<file path="config.mk">
export PLATFORM = sky130hd
export DESIGN_NAME = bus_mux_reg
export DESIGN_NICKNAME = d
export VERILOG_FILES = /design/src/rtl/bus_mux_reg.sv
export SDC_FILE = /design/constraint.sdc
export NUM_CORES = 1
export LEC_CHECK = 0
export ABC_AREA = 1
export CAP_MARGIN = 20
export CORE_MARGIN = 2
export CORE_UTILIZATION = 35
export CTS_BUF_LIST = sky130_fd_sc_hd__clkbuf_4 sky130_fd_sc_hd__clkbuf_8
export CTS_CLUSTER_SIZE = 30
export DETAILED_ROUTE_END_ITERATION = 8
export PLACE_DENSITY = 0.91
export SYNTH_ARGS = -nofsm -noshare
export SYNTH_HDL_FRONTEND = slang
export SYNTH_SLANG_ARGS = --single-unit
</file>
<file path="constraint.sdc">
create_clock -name Clock -period 1.8 [get_ports Clock]
set_input_delay 0.36 -clock Clock [delete_from_list [all_inputs] [get_ports Clock]]
set_output_delay 0.36 -clock Clock [all_outputs]
set_load 0.03 [all_outputs]
</file>
<file path="src/rtl/bus_mux_reg.sv">
// Registered, parametrised shared-bus multiplexer with a valid flag, hold-on-idle and
// illegal (multi-hot) select detection with a sticky flag and a saturating counter.
module bus_mux_reg #(
    parameter int WIDTH        = 16,
    parameter int NREG         = 8,
    parameter bit HOLD_ON_IDLE = 1'b1,
    parameter int CNT_W        = 8
) (
    input  logic                  Clock,
    input  logic                  Reset,
    input  logic [NREG-1:0]       Rout,
    input  logic                  Gout,
    input  logic                  DINout,
    input  logic [NREG*WIDTH-1:0] Q,
    input  logic [WIDTH-1:0]      G,
    input  logic [WIDTH-1:0]      DIN,
    input  logic                  ErrClr,
    output logic [WIDTH-1:0]      BUSWIRE,
    output logic                  BusValid,
    output logic                  SelErr,
    output logic [CNT_W-1:0]      ErrCount
);

    localparam int              SELW    = NREG + 2;
    localparam logic [SELW-1:0] SEL_ONE = SELW'(1);
    localparam logic [CNT_W-1:0] CNT_MAX = '1;

    logic [SELW-1:0]  w_sel;
    logic             w_idle;
    logic             w_one_hot;
    logic             w_multi;
    logic [WIDTH-1:0] w_src;

    logic [WIDTH-1:0] r_bus;
    logic             r_valid;
    logic             r_sel_err;
    logic [CNT_W-1:0] r_err_cnt;

    assign w_sel     = {Rout, Gout, DINout};
    assign w_idle    = (w_sel == '0);
    // Clearing the lowest set bit leaves zero only when exactly one bit was set.
    assign w_one_hot = !w_idle && ((w_sel & (w_sel - SEL_ONE)) == '0);
    assign w_multi   = !w_idle && !w_one_hot;

    // AND-OR source mux; only consumed when the select is one-hot, so no priority needed.
    always_comb begin
        // NOTE: defaulting every combinational output first keeps this block latch-free.
        w_src = '0;
        w_src = w_src | ({WIDTH{DINout}} & DIN);
        w_src = w_src | ({WIDTH{Gout}} & G);
        for (int i = 0; i < NREG; i++) begin
            w_src = w_src | ({WIDTH{Rout[i]}} & Q[i*WIDTH +: WIDTH]);
        end
    end

    // NOTE: state is updated with non-blocking assignments so every register samples pre-edge values.
    always_ff @(posedge Clock) begin
        if (Reset) begin
            r_bus     <= '0;
            r_valid   <= 1'b0;
            r_sel_err <= 1'b0;
            r_err_cnt <= '0;
        end else begin
            if (w_one_hot) begin
                r_bus   <= w_src;
                r_valid <= 1'b1;
            end else if (w_idle) begin
                r_valid <= 1'b0;
                if (!HOLD_ON_IDLE) begin
                    r_bus <= '0;
                end
            end else begin
                r_valid <= 1'b0;
            end

            // A fresh error in the same cycle as a clear restarts the count at one.
            if (w_multi) begin
                r_sel_err <= 1'b1;
                if (ErrClr) begin
                    r_err_cnt <= CNT_W'(1);
                end else if (r_err_cnt != CNT_MAX) begin
                    r_err_cnt <= r_err_cnt + CNT_W'(1);
                end
            end else if (ErrClr) begin
                r_sel_err <= 1'b0;
                r_err_cnt <= '0;
            end
        end
    end

    assign BUSWIRE  = r_bus;
    assign BusValid = r_valid;
    assign SelErr   = r_sel_err;
    assign ErrCount = r_err_cnt;

endmodule

</file>
# [Word-level counts from Yosys, hierarchy flattened]
# Index checks and enable logic that the tools add are counted.
# W data, S select, Z words.
[word_totals] ramBits=0 mem_bits_ro=0 output_inout_bits=26 mem_count=0 regBits=26 in_bits=173 latchBits=0 elab_cells=43
[op_classes] addsub=2 n_div=0 bitwise=20 reduce_logical=9 eq_ne=1 order_cmp=0 mux=7 shifts=0 mul=0
[op_table] operator="$and A16 B16 Y16" count=10
[op_table] operator="$or A16 B16 Y16" count=9
[op_table] operator="$mux W8" count=4
[op_table] operator="$logic_not A10 Y1" count=2
[op_table] operator="$and A10 B10 Y10" count=1
[op_table] operator="$sub A10 B1 Y10 const B" count=1
[op_table] operator="$add A8 B1 Y8 const B" count=1
[op_table] operator="$ne A8 B8 Y1 const B" count=1
[op_table] operator="$reduce_bool A2 Y1" count=2
[op_table] operator="$mux W1" count=3
[op_table] operator="$logic_and A1 B1 Y1" count=2
[op_table] operator="$logic_not A1 Y1" count=2
[op_table] operator="$reduce_and A2 Y1" count=1

# [Longest topological paths before layout]
[logic_depth] ltp_word=10 mapped_depth=15 depth_no_buf=13

# [Worst setup path after synthesis]
# No wires, ideal clock.
[synth_timing] path_kind="flip-flop to flip-flop" startpoint="reg r_err_cnt[1], in the netlist ErrCount[1]" endpoint="reg r_err_cnt[4], in the netlist ErrCount[4]" setup_slack_ns=0.101 arrival_time_ns=1.629 t_required_ns=1.730 stages_incl_launch_ff=8 synth_period_minus_slack_ns=1.699 n_path_buf=0 setup_time_ns=0.070 cell_sequence="dfxtp_1 -> ha_1 -> nand3_1 -> nor3_1 -> nand3_1 -> nand2_1 -> nand3_1 -> a21oi_1"
[synth_between] elab_chain_cells=4 word_cells_on_any_way=7 cone_classes="1 x add/sub; 1 x eq/ne; 3 x mux; 2 x reduce/logical"
[synth_lines] item="from (decl)" line="37" source="logic [CNT_W-1:0] r_err_cnt;"
[synth_lines] item="from (signal assigned)" line="82" source="r_err_cnt <= r_err_cnt + CNT_W'(1);"
[synth_lines] item="$add A8 B1 Y8" line="82"
[synth_lines] item="$mux W8" line="81" source="end else if (r_err_cnt != CNT_MAX) begin"
[synth_lines] item="$mux W8" line="79" source="if (ErrClr) begin"
[synth_lines] item="$mux W8" line="77" source="if (w_multi) begin"
# Parallel ways exist; a longest one is shown, timed or not. The select of a mux whose other input is x is not followed.
# A chain may end at the register's enable or synchronous reset.

# [Final worst setup path]
[layout_timing] startpoint="reg r_err_cnt[0], in the netlist ErrCount[0]" endpoint="out ErrCount[0]"
[layout_lines] item="to (decl)" line="21" source="output logic [CNT_W-1:0] ErrCount"
# No word-level cell between the ends.

==> flow_summary_export.csv <==
group,metric,value,unit
die,fp.coreArea,7180,um2
detailed_routing,vias_per_cell,4.90,
detailed_routing,topRoutingLayerUsed,"met4",
critical_path,cp.required,1.44,ns
clocking,insertion_delay,0.27,ns
logic_synthesis,synth_common_cells,"212 x nand2_1, 37 x nor2_1, 26 x dfxtp_1, 26 x inv_1, 17 x nand4_1",
critical_path,worstPathArrival,1.38,ns
critical_path,crit_type,"reg2out",
detailed_routing,met2_length,5.73,mm
logic_synthesis,synth-seq-cells,26,
detailed_routing,vias,3708,
timing,skew,0.00806,ns
pwr,power_frac_clock,26.4,%
pwr,p_comb_share,41.1,%
logic_synthesis,synth-edff-count,0,
timing,hold_viol,0,
logic_synthesis,synth_top_area_share,31.1,%
logic_synthesis,synth_cell_types,34,
logic_synthesis,netlist_area,2560,um2
logic_synthesis,syn_nets,629,
logic_synthesis,ys.flop_type,"dfxtp_1",
pwr,p_leak,2.28,nW
logic_synthesis,yosysWarnings,0,
run_status,status,"finished clean",
clocking,cts_buffers,3,
pwr,p_sw,0.000467,W
timing,rsz0062_at_grt,"true",
critical_path,end_kind,"output pin",
detailed_routing,dr_wl_met3,717,um
clocking,cts.path.max_buffers,2,
timing,fin_crit_sh,96.7,%
logic_synthesis,syn_inst,455,
clocking,clk_pin_slew,0.08,ns
logic_synthesis,synth_top_cell_by_area,"nand2_1",
timing,setup_violations,0,
grt,track_usage,25.7,%
pwr,peakVddDrop,0.292,mV
die,rows,31,
timing,hold_slack,0.505,ns
grt,grt_pass1_wl,16.2,mm
die,pin_count,199,
cells_and_area,finalNetCount,832,
cells_and_area,fin_util,67.3,%
detailed_routing,drtIter0Drc,248,
critical_path,cp_max_fo,3,
timing,fmax,0.574,GHz
placement,io_buffers,198,
grt,grt_remaining_overflow,0,
timing,finalCriticalPeriod,1.74,ns
pwr,power,0.00181,W
detailed_routing,ant_nets,0,
critical_path,critPathLaunchType,"flip-flop",
clocking,htreeDepth,1,
placement,dpl_cell_area,4720,um2
logic_synthesis,seq_area_frac_synth,20.3,%
hold_path,min_path_type,"reg2reg",
grt,grt_pass1_vias,3458,
timing,slew_headroom,56.6,%
logic_synthesis,synth.area.top_cells,"nand2_1 31%, dfxtp_1 20%, a22o_1 5.5%",
cells_and_area,area_growth,88.7,%
logic_synthesis,synthArstFlopShare,0,%
clocking,cts_tree,"built",
detailed_routing,routed_wl,10.9,mm
logic_synthesis,synthMostInstantiatedCell,"nand2_1",
detailed_routing,wl_per_cell,14.4,um
clocking,cts_root_buf,"clkbuf_8",
placement,gp_congestion,0.912,
pwr,powerDensity,374,nW/um2
cells_and_area,fin_area,4830,um2
pwr,swShare,25.9,%
detailed_routing,drt_pass1_iterations,4,
die,fp.dieW,89.5,um
placement,post-dp-hpwl,9.34,mm
cells_and_area,diodes,0,
die,start_util,35.7,%
cells_and_area,layout-drive-gt1-share,9.59,%
logic_synthesis,syn_area_per_cell,5.63,um2
pwr,power.internal,0.00134,W
die,die_y,89.5,um
clocking,cts_sinks,26,
run,cap_viol_max_count,0,
die,dieArea,8010,um2
grt,antenna_found_initial,0,
pwr,power_frac_seq,32.5,%
grt,grt_max_degree,22,
clocking,post-cts-setup-buffers,0,
timing,finalMaxSlewViolations,0,
detailed_routing,wl_met1,4.25,mm
timing,tightest_slew,0.650,ns
detailed_routing,drc_errors,0,
per-stage QoR:
step	std cells	setup TNS (ns)	worst slack [ns]
floorplan	455	0	0.101
global placement	752	-7.90	-0.370
detailed placement	752	-9.09	-0.420
CTS	756	0	0.00781
global route	756	-0.00316	-0.00316
finish	756	0	0.0589
power by group through the flow:
stage | Combinational (W) | Sequential, W | Clock (W)
after CTS | 0.000740 | 0.000586 | 0.000484
after global routing | 0.000800 | 0.000587 | 0.000506
after global placement | 0.000729 | 0.000600 | 0
after detailed placement | 0.000740 | 0.000600 | 0
final | 0.000743 | 0.000586 | 0.000476
after floorplan | 0.000249 | 0.000613 | 0
placed cells by master, fill, tap and decap left out, types with 2 or more instances in the layout:
master and count:
a21oi_1 7, a22o_1 16, and3_1 16, buf_12 2
buf_4 26, clkbuf_8 3, clkdlybuf4s50_1 187, dfxtp_1 26
dlygate4sd2_1 5, dlymetal6s2s_1 6, inv_1 26, inv_2 5
nand2_1 212, nand2_2 11, nand3_1 15, nand3b_1 2
nand4_1 17, nor2_1 35, nor2_2 3, nor2_4 3
nor4_1 15, o21ai_1 2, xor2_1 2
layout make-up:
class	instances	area [um2]
fillers	613	2350
repair buffers	226	2230
multi-input cells	368	1760
flip-flops and latches	26	520
inverters	33	130
well taps	99	124
clock buffers	3	41.3
clock inverters	1	30.0
path summary, 6_finish.rpt:
kind / end / depth (start not counted) / slack, ns / startpoint
max: ErrCount[0] / 2 / 0.06 / ErrCount[0]
min: ErrCount[1] / 2 / 0.50 / ErrCount[1]
max reg2reg: ErrCount[4] / 7 / 0.14 / ErrCount[1]
min reg2reg: ErrCount[1] / 2 / 0.50 / ErrCount[1]
sequential cells by signal (all words and copies together), names as in the netlist:
signal / count
ErrCount: 8
BUSWIRE: 16
SelErr: 1
BusValid: 1
kinds of logic after synthesis:
family	Yosys count	synth area share (%)
and+or+nand+nor	338	58.7
buffers and inverters	61	12.0
AOI/OAI and AO/OA	27	7.77
DFF	26	20.3
xor gates and xnor gates	2	0.684
adders and majority gates	1	0.489
worst max-delay path: stages (launching register included):
cell and delay [ns]:
dfxtp_1 0.34, buf_4 0.12, clkdlybuf4s50_1 0.66
per-layer routing:
| metal | up-vias | GRT usage, % |
|---|---|---|
| li1 | 1862 | - |
| met1 | 1668 | 30.4 |
| met2 | 162 | 48.6 |
| met3 | 16 | 3.88 |
| met4 | 0 | 5.43 |
| met5 | - | 0 |
what timing repair did:
item	CTS	global route
pin swaps	2	1
hold buffers	0	0
endpoints found under the setup margin	21	27
gates resized for setup	7	9
Note: power is estimated with default switching activity, not from simulation.
